### src/rtl/regfile_ctrl_fsm.sv
// Instruction decoder and Moore control FSM for the register-file datapath.
// Latches a 16-bit instruction in WAIT and, on start, steps through the read,
// ALU and write-back states. Each state lasts one clock.
module regfile_ctrl_fsm #(
    parameter int unsigned DATA_W = 16,
    parameter int unsigned RN_W   = 3
) (
    input  logic              clk,
    input  logic              reset,
    input  logic [DATA_W-1:0] in,
    input  logic              load,
    input  logic              s,
    output logic              w,
    output logic [RN_W-1:0]   readnum,
    output logic [RN_W-1:0]   writenum,
    output logic              write,
    output logic              loada,
    output logic              loadb,
    output logic              loadc,
    output logic              loads,
    output logic              asel,
    output logic              vsel,
    output logic [1:0]        shift,
    output logic [1:0]        ALUop,
    output logic [DATA_W-1:0] sximm8,
    output logic              illegal
);

    typedef enum logic [2:0] {
        StWait,
        StDecode,
        StGetA,
        StGetB,
        StAlu,
        StWrReg,
        StWrImm
    } state_e;

    state_e            state_q, state_d;
    logic [DATA_W-1:0] ir_q;

    // Instruction fields
    logic [2:0]      opc;
    logic [1:0]      op;
    logic [RN_W-1:0] rn, rd, rm;
    logic [1:0]      sh;

    assign opc = ir_q[15:13];
    assign op  = ir_q[12:11];
    assign rn  = ir_q[10:8];
    assign rd  = ir_q[7:5];
    assign sh  = ir_q[4:3];
    assign rm  = ir_q[2:0];

    assign sximm8 = {{(DATA_W-8){ir_q[7]}}, ir_q[7:0]};

    // Opcode classes
    logic is_mov_imm, is_mov_reg, is_mvn, is_alu2, is_cmp;

    assign is_mov_imm = (opc == 3'b110) && (op == 2'b10);
    assign is_mov_reg = (opc == 3'b110) && (op == 2'b00);
    assign is_mvn     = (opc == 3'b101) && (op == 2'b11);
    assign is_alu2    = (opc == 3'b101) && (op != 2'b11);
    assign is_cmp     = (opc == 3'b101) && (op == 2'b01);

    // State and instruction register; IR only accepts a new word while idle
    always_ff @(posedge clk) begin
        if (reset) begin
            state_q <= StWait;
            ir_q    <= '0;
        end else begin
            state_q <= state_d;
            if ((state_q == StWait) && load) begin
                ir_q <= in;
            end
        end
    end

    // Next-state and Moore output decode
    always_comb begin
        state_d  = state_q;
        w        = 1'b0;
        readnum  = '0;
        writenum = '0;
        write    = 1'b0;
        loada    = 1'b0;
        loadb    = 1'b0;
        loadc    = 1'b0;
        loads    = 1'b0;
        asel     = 1'b0;
        vsel     = 1'b0;
        shift    = 2'b00;
        ALUop    = 2'b00;
        illegal  = 1'b0;
        unique case (state_q)
            StWait: begin
                w = 1'b1;
                if (s) begin
                    state_d = StDecode;
                end
            end
            StDecode: begin
                if (is_mov_imm) begin
                    state_d = StWrImm;
                end else if (is_mov_reg || is_mvn) begin
                    state_d = StGetB;
                end else if (is_alu2) begin
                    state_d = StGetA;
                end else begin
                    illegal = 1'b1;
                    state_d = StWait;
                end
            end
            StGetA: begin
                readnum = rn;
                loada   = 1'b1;
                state_d = StGetB;
            end
            StGetB: begin
                readnum = rm;
                loadb   = 1'b1;
                shift   = sh;
                state_d = StAlu;
            end
            StAlu: begin
                shift = sh;
                // MOV reg passes B through an ADD with A forced to zero
                ALUop = is_mov_reg ? 2'b00 : op;
                asel  = is_mov_reg || is_mvn;
                if (is_cmp) begin
                    loads   = 1'b1;
                    state_d = StWait;
                end else begin
                    loadc   = 1'b1;
                    state_d = StWrReg;
                end
            end
            StWrReg: begin
                writenum = rd;
                write    = 1'b1;
                state_d  = StWait;
            end
            StWrImm: begin
                writenum = rn;
                vsel     = 1'b1;
                write    = 1'b1;
                state_d  = StWait;
            end
            default: state_d = StWait;
        endcase
    end

endmodule
### config.mk
export PLATFORM = sky130hd
export DESIGN_NAME = regfile_ctrl_fsm
export DESIGN_NICKNAME = d
export VERILOG_FILES = /design/src/rtl/regfile_ctrl_fsm.sv
export SDC_FILE = /design/constraint.sdc
export NUM_CORES = 1
export LEC_CHECK = 0
export BUFFER_PORTS_ARGS = -buffer_cell sky130_fd_sc_hd__buf_2
export CAP_MARGIN = 20
export CORE_ASPECT_RATIO = 1.2
export CORE_UTILIZATION = 40
export DETAILED_ROUTE_END_ITERATION = 6
export GPL_TIMING_DRIVEN = 0
export MAX_ROUTING_LAYER = met4
export PLACE_DENSITY = 0.71
export RECOVER_POWER = 50
export SYNTH_ARGS = -nofsm -noshare
export SYNTH_HDL_FRONTEND = slang
export SYNTH_SLANG_ARGS = --single-unit
export TNS_END_PERCENT = 100
### constraint.sdc
create_clock -name clk -period 2.23 [get_ports clk]
set_clock_uncertainty 0.1 [all_clocks]
set_input_delay 0.1115 -clock clk [delete_from_list [all_inputs] [get_ports clk]]
set_output_delay 0.1115 -clock clk [all_outputs]
set_load 0.005 [all_outputs]
Word-level counts from Yosys, hierarchy flattened
Index checks and enable logic that the tools add are counted.
{ "op_classes": {"n_eq_ne": 13, "n_mux": 25, "n_reduce_logical": 11} }
{ "op_table": {"columns": ["operator", "count"], "rows": [
  ["3-bit == test (second input constant)", 5],
  ["3-bit case mux with 5 select lines", 1],
  ["1-bit two-way mux", 14],
  ["3-bit case mux with 2 select lines", 2],
  ["2-bit two-way mux", 5],
  ["3-bit two-way mux", 3],
  ["3-bit by 2-bit == test with 1-bit output (second input constant)", 2],
  ["1-bit logical AND", 6],
  ["2-bit == test (second input constant)", 2],
  ["2-bit inequality test (second input constant)", 2],
  ["2-bit OR reduction", 2],
  ["3-bit by 1-bit == test with 1-bit output (second input constant)", 1],
  ["3-bit zero test", 1],
  ["2-bit by 1-bit == test with 1-bit output (second input constant)", 1],
  ["2-bit zero test", 1],
  ["1-bit logical OR", 1]
]} }
{ "totals": {"ff_bits": 19, "out_inout_bits": 35, "word_cells": 51} }

Depth between registers and ports, before layout
Gate-level depths: netlist of run 1.
{ "logic_depth": {"word_depth": 6, "ltp_mapped": 6, "ltp_nobuf": 4} }

Worst setup path after synthesis of run 1
Ideal clock, no wire load.
{ "synth_path": {"path_type": "register -> register", "start": "register state_q[2]", "end": "register ir_q[7]", "setup_time_ns": 0.132, "arrival_ns": 1.253, "required_time_ns": 1.998, "slack_ns": 0.745, "path_stages_with_launch": 7, "cell_sequence": "dfxtp_1 -> buf_6 -> or4b_4 -> buf_6 -> buf_8 -> nand2_1 -> a21oi_1"} }
{ "synth_via": {"elab_chain_len": 2} }
{ "synth_lines": {"columns": ["element", "line", "source"], "rows": [
  ["start, declared", "39", "state_e state_q, state_d;"],
  ["start signal, assigned", "69", "state_q <= StWait;"],
  ["start signal, assigned", "72", "state_q <= state_d;"],
  ["3-bit zero test", "73", "if ((state_q == StWait) && load) begin"],
  ["1-bit logical AND", "73", null],
  ["end signal, assigned", "74", "ir_q <= in;"],
  ["end, declared", "40", "logic [DATA_W-1:0] ir_q;"]
]} }
No other way between the ends.
A chain may end at the register's enable or synchronous reset.

Worst setup path in the final report of run 1
{ "layout_path": {"start": "register state_q[2]", "end": "register ir_q[6]"} }
The elaborated chain is that of the path after synthesis.

==> metrics, run 1 <==
DR DRC count 0; Peak VDD IR 0.0003456 V; clock tree buffer depth 2; chip width 50.46 um; DP HPWL 2.116 mm; reg2reg setup slack 280 ps; worst rel slew slack 70.60%; Clk Latency, worst-skew pair 300 ps; top layer used by detailed routing met4; largest fanout on the critical path 10; Mapped Cells 144; hold_buf cts 16; Global Route Usage Sum 21.72%; Post-synth EDFFs 0; top achievable clock speed 513.1 MHz; Max Cap Violations 0; clk sink count 19; ANT nets after route 0; Primary FF master, synth dfxtp_1; Nets 238; period utilization 87.40%; reg2reg end ir_q[6]$_SDFFE_PP0P_; launching point of the worst reg2reg path state_q[2]$_SDFFE_PP0P_; drt total wl 2.960 mm; number of antenna diodes 0; DRT iter0 DRCs 20; WL/cell 11.84 um; number of global-route vias before repair 1137; worst slew pin tran 441.0 ps; crit path kind flop to flop; first-pass GRT wire length 4.857 mm; critical path launch point type flop; sequential fraction of the synthesis area 33.74%; area of the die 3035 sq um; number of port buffers 53; Ys Warns 0; num ports 55; P_leak 0.7844 nW; TritonCTS buffer count 3; layout filler cell count 243; max-slew violations 0; H-tree levels 1; core area 2603 sq um; Final Hold Fails 0; Yosys cell types 36; Mean Syn Cell Area 7.829 sq um; 1st-pass router iterations 4; CP required 2310 ps; Setup crit end kind flop; slowest CP cell or4b_2; Pwr per Cell Area 451.9 nW/um^2; initial antenna violation count 0; synthesized area 1127 sq um; Root Buffer clkbuf_4; CP max stage delay 600 ps; CTS resizes 0; metal3 WL 107 um; WHS Endpoint ir_q[3]$_SDFFE_PP0P_; average vias per placed instance 4.788; WP data arrival 2030 ps; Synth Net Count 164; Die Y-Extent 60.16 um; largest net degree at the start of global routing 12; Core Rows 20; unrepaired setup endpoints after global routing false; setup bufs post-CTS 0; area delta synth->final 41.73%; Hold Crit Depth 2; CTS tree yes; final weighted congestion in routability-driven placement 0.8633; share of cells above drive strength 1 36.87%; Crit path top cell by count clkbuf_1; status completed; grt ovf 0; Reg2Reg Depth 6; Setup TNS 0 ps; CP Cell Sequence buf_6 -> or4b_2 -> clkbuf_1 -> clkbuf_1 -> nand2_1 -> a21oi_1; Reg clk slew, reported paths 110 ps; total number of vias 1197; Synth async-reset ratio 0%; synthesized flop and latch total 19; Overall Power 0.7220 mW; Met1 Wirelength 1.275 mm; initial core utilization 43.32%; fin crit period 1949 ps; worst hold slack 89.08 ps; final setup vio count 0; met2 WL 1.565 mm; HP Class primary input to flop; hold_sp reset
[cell type report]
cell class	instances	area (sq um)	area share [%]
buffer	25	167.7	10.49
clock buffer	4	26.28	1.644
inverter	2	7.507	0.4699
multi-input combinational	98	549.3	34.38
sequential	19	380.4	23.81
tap	33	41.29	2.584
timing repair buffer	69	425.4	26.62
[cell families after synthesis]
group           count (synthesis)  synth area share, %
buf+inv                        27                17.20
flops                          19                33.74
simple gates                   63                30.08
compound gates                 35                18.98
[state kept, by name, summed over array words and instances, names as in the netlist]
name and count:
ir_q 16, state_q 3
[metal layers]
layer  GRT usage [%]  vias up
li1                -      625
met1           24.04      539
met2           40.38       31
met3           3.053        2
met4           5.952        0
met5               -        -
[cell usage in the layout, fill, tap and decap left out, types with 2 or more instances in the layout]
cell type / Yosys / final
nor3_1: 2 / 2
dlygate4sd3_1: 0 / 16
a31oi_1: 2 / 2
o211ai_1: 3 / 3
nand2b_1: 2 / 2
clkbuf_4: 0 / 19
inv_1: 2 / 2
a21oi_1: 16 / 16
nor2b_1: 6 / 6
nor2_1: 4 / 4
clkbuf_1: 2 / 5
a21boi_0: 2 / 2
o21ai_0: 4 / 4
buf_2: 2 / 54
a22oi_1: 3 / 3
dfxtp_1: 19 / 19
nand2_1: 33 / 33
and3_1: 2 / 2
a22o_1: 3 / 3
nand3b_1: 2 / 2
[worst max path at each step]
stage | start | endpoint | slack (ps) | cells after the start
finish | state_q[2]$_SDFFE_PP0P_ | ir_q[6]$_SDFFE_PP0P_ | 280 | 6
global route | state_q[2]$_SDFFE_PP0P_ | ir_q[9]$_SDFFE_PP0P_ | 150 | 6
CTS | state_q[1]$_SDFFE_PP0P_ | writenum[0] | 370 | 5
detailed placement | state_q[0]$_SDFFE_PP0P_ | ir_q[6]$_SDFFE_PP0P_ | 660 | 5
global placement | state_q[2]$_SDFFE_PP0P_ | ir_q[7]$_SDFFE_PP0P_ | 690 | 6
floorplan | state_q[2]$_SDFFE_PP0P_ | ir_q[7]$_SDFFE_PP0P_ | 750 | 6
[worst max-delay path, delay by kind of cell (launching register included)]
family | cells | cell delay (ps)
compound gates | 1 | 70
flops | 1 | 320
buf+inv | 3 | 590
simple gates | 2 | 740
[metrics by stage]
step / setup slack [ps] / instances / util, % / area (sq um)
2_1_floorplan: 745.1 / 144 / - / 1127
3_3_place_gp: 688.8 / 230 / 55.10 / 1434
3_5_place_dp: 662.9 / 230 / 55.10 / 1434
4_1_cts: 370.8 / 250 / 62.26 / 1620
5_1_grt: 153.7 / 250 / 61.39 / 1598
6_report: 281.0 / 250 / 61.39 / 1598
[where the power goes]
part / switching (mW) / internal (mW) / total (mW)
clock network: 0.106 / 0.0696 / 0.176
registers: 0.0217 / 0.360 / 0.381
logic: 0.0702 / 0.0944 / 0.165
total: 0.198 / 0.524 / 0.722
[cells in the mapped netlist (3+ instances only)]
| cell | n | area, sq um |
|---|---|---|
| a21oi_1 | 16 | 80.08 |
| a22o_1 | 3 | 26.28 |
| a22oi_1 | 3 | 22.52 |
| buf_4 | 17 | 127.6 |
| dfxtp_1 | 19 | 380.4 |
| nand2_1 | 33 | 123.9 |
| nor2_1 | 4 | 15.01 |
| nor2b_1 | 6 | 37.54 |
| o211ai_1 | 3 | 22.52 |
| o21ai_0 | 4 | 20.02 |
(Power assumes the default switching activity.)
==> inputs of run 2 (changes only) <==
Settings changed: BUFFER_PORTS_ARGS -buffer_cell sky130_fd_sc_hd__buf_2 to not set, DONT_BUFFER_PORTS set to 1, PLACE_DENSITY 0.71 to not set.
==> run 2 against run 1 <==
  * First-iteration DRC count down 30%
  * Sequential power barely moved
  * Core utilization shrank 8.2 points
  * Critical endpoint is now ir_q[13]$_SDFFE_PP0P_
  * Largest power group unchanged
==> metrics, run 2 (same netlist as run 1, synthesis figures left out) <==
Hold Crit Depth 3 (+1); H-tree levels 1 (unchanged); largest fanout on the critical path 10 (unchanged); clock tree buffer depth 2 (unchanged); slowest CP cell dlygate4sd3_1; unrepaired setup endpoints after global routing false; ANT nets after route 0 (unchanged); area delta synth->final 22.86%; crit path kind flop to flop; WL/cell 13.80 um (+17%); 1st-pass router iterations 4 (unchanged); reg2reg end ir_q[13]$_SDFFE_PP0P_; final weighted congestion in routability-driven placement 0.7890 (-8.6%); Die Y-Extent 60.16 um (unchanged); worst slew pin tran 446.1 ps (+5.084 ps); worst rel slew slack 70.13% (-0.46 points); Pwr per Cell Area 504.2 nW/um^2 (+12%); number of global-route vias before repair 1008 (-11%); CP Cell Sequence clkbuf_1 -> nor4b_4 -> nand2_1 -> dlygate4sd3_1 -> a21oi_1; number of port buffers 0 (-100%); DR DRC count 0 (unchanged); clk sink count 19 (unchanged); most common cell after layout, fill and taps aside nand2_1; CP bufs+invs 2 (-1); Storage cell area 380.4 sq um (unchanged); Final Hold Fails 0 (unchanged); WP data arrival 2180 ps (+150 ps); WP depth 5 (-1); Nets 190 (-20%); num ports 55 (unchanged); max-slew violations 0 (unchanged); biggest regs ir_q x16, state_q x3; initial core utilization 43.32% (unchanged); core area 2603 sq um (unchanged); Reg2Reg Depth 5 (-1); DRT iter0 DRCs 14 (-30%); placed cell areas 1169 sq um (-18%); reg2reg setup slack 190 ps (-90 ps); CP max stage delay 580 ps (-20 ps); chip width 50.46 um (unchanged); largest reg by FF count ir_q; DP HPWL 1.951 mm (-7.8%); layout filler cell count 282 (+16%); hold_sp s; number of antenna diodes 0 (unchanged); CP top delay family buffers and inverters; grt ovf 0 (unchanged); CTS tree yes; Setup TNS 0 ps (unchanged); most frequent cells in the layout nand2_1, dlygate4sd3_1, clkbuf_4, dfxtp_1, a21oi_1; Root Buffer clkbuf_4; total number of vias 1050 (-12%); Clk Latency, worst-skew pair 300 ps (about the same); HP Class primary input to flop; share of cells above drive strength 1 15.38% (-21 points); drt total wl 2.787 mm (-5.8%); Global Route Usage Sum 20.04% (-1.7 points); Core Rows 20 (unchanged); TritonCTS buffer count 3 (unchanged); period utilization 91.65% (+4.2 points); WHS Endpoint state_q[2]$_SDFFE_PP0P_; critical path launch point type flop; Final WS setup 186.2 ps (-94.75 ps); average vias per placed instance 5.198 (+8.6%); Reg clk slew, reported paths 110 ps (about the same); CP required 2370 ps (+60 ps); Setup WS pre-CTS 628.4 ps (-34.42 ps); Peak VDD IR 0.0004327 V (+25%); status completed; first-pass GRT wire length 4.388 mm (-9.7%); number of flip-flops in the largest register 16 (unchanged); Max Cap Violations 0 (unchanged); initial antenna violation count 0 (unchanged); launching point of the worst reg2reg path state_q[0]$_SDFFE_PP0P_; area of the multi-input gates 549.3 sq um (unchanged); P_leak 0.5363 nW (-32%); fin crit period 2044 ps (+94.75 ps); Non-Filler Cell Area, Final 1385 sq um (-13%); final setup vio count 0 (unchanged); Setup crit end kind flop; top achievable clock speed 489.3 MHz (-4.6%); largest net degree at the start of global routing 12 (unchanged); area of the die 3035 sq um (unchanged)
-- run 2: power breakdown --
part           switching [mW]  internal (mW)  total (mW)  leakage, nW
Clock                   0.106         0.0669       0.172       0.0177
Combinational          0.0654         0.0797       0.145        0.363
Sequential             0.0211          0.360       0.381        0.156
-- run 2: layer usage --
| metal | routed length [um] | vias up | track usage (%) |
|---|---|---|---|
| met5 | 0 | - | - |
| met4 | 43 | 0 | 8.333 |
| met3 | 127 | 5 | 3.817 |
| met2 | 1456 | 28 | 35.24 |
| met1 | 1160 | 483 | 22.10 |
| li1 | - | 534 | - |
-- run 2: worst min-delay path, stage by stage --
cell and delay (ps):
or4_1 80, nand3b_1 100, a31oi_1 150
-- run 2: timing repair --
item	in CTS	in global routing
resized for setup	0	0
hold endpoints to repair	16	1
hold buffers	20	1
setup buffers	0	0
setup endpoints to repair	0	0
-- run 2: worst max path at each step --
| stage | start | endpoint | slack (ps) |
|---|---|---|---|
| global route | state_q[0]$_SDFFE_PP0P_ | ir_q[13]$_SDFFE_PP0P_ | 120 |
| CTS | state_q[0]$_SDFFE_PP0P_ | ir_q[13]$_SDFFE_PP0P_ | 290 |
| floorplan | state_q[2]$_SDFFE_PP0P_ | ir_q[7]$_SDFFE_PP0P_ | 750 |
| global placement | state_q[0]$_SDFFE_PP0P_ | ir_q[10]$_SDFFE_PP0P_ | 690 |
| detailed placement | state_q[0]$_SDFFE_PP0P_ | ir_q[6]$_SDFFE_PP0P_ | 630 |
| finish | state_q[0]$_SDFFE_PP0P_ | ir_q[13]$_SDFFE_PP0P_ | 190 |
-- run 2: layout make-up --
type	count	area share (%)
plain buffers	25	12.20
multi-input cells	98	39.66
clock inverters	1	0.3613
clock buffers	3	1.626
repair buffers	21	15.18
flip-flops and latches	19	27.46
well taps	33	2.981
inverters	2	0.5420
-- run 2: metrics by stage --
step	hold slack, ps	util, %	instances	total power [mW]
floorplan	147.5	-	144	0.4855
global placement	150.1	44.90	177	0.5064
detailed placement	157.1	44.90	177	0.5099
CTS	3.134	53.65	201	0.7112
global route	89.39	53.22	202	0.7334
finish	74.96	53.22	202	0.6984
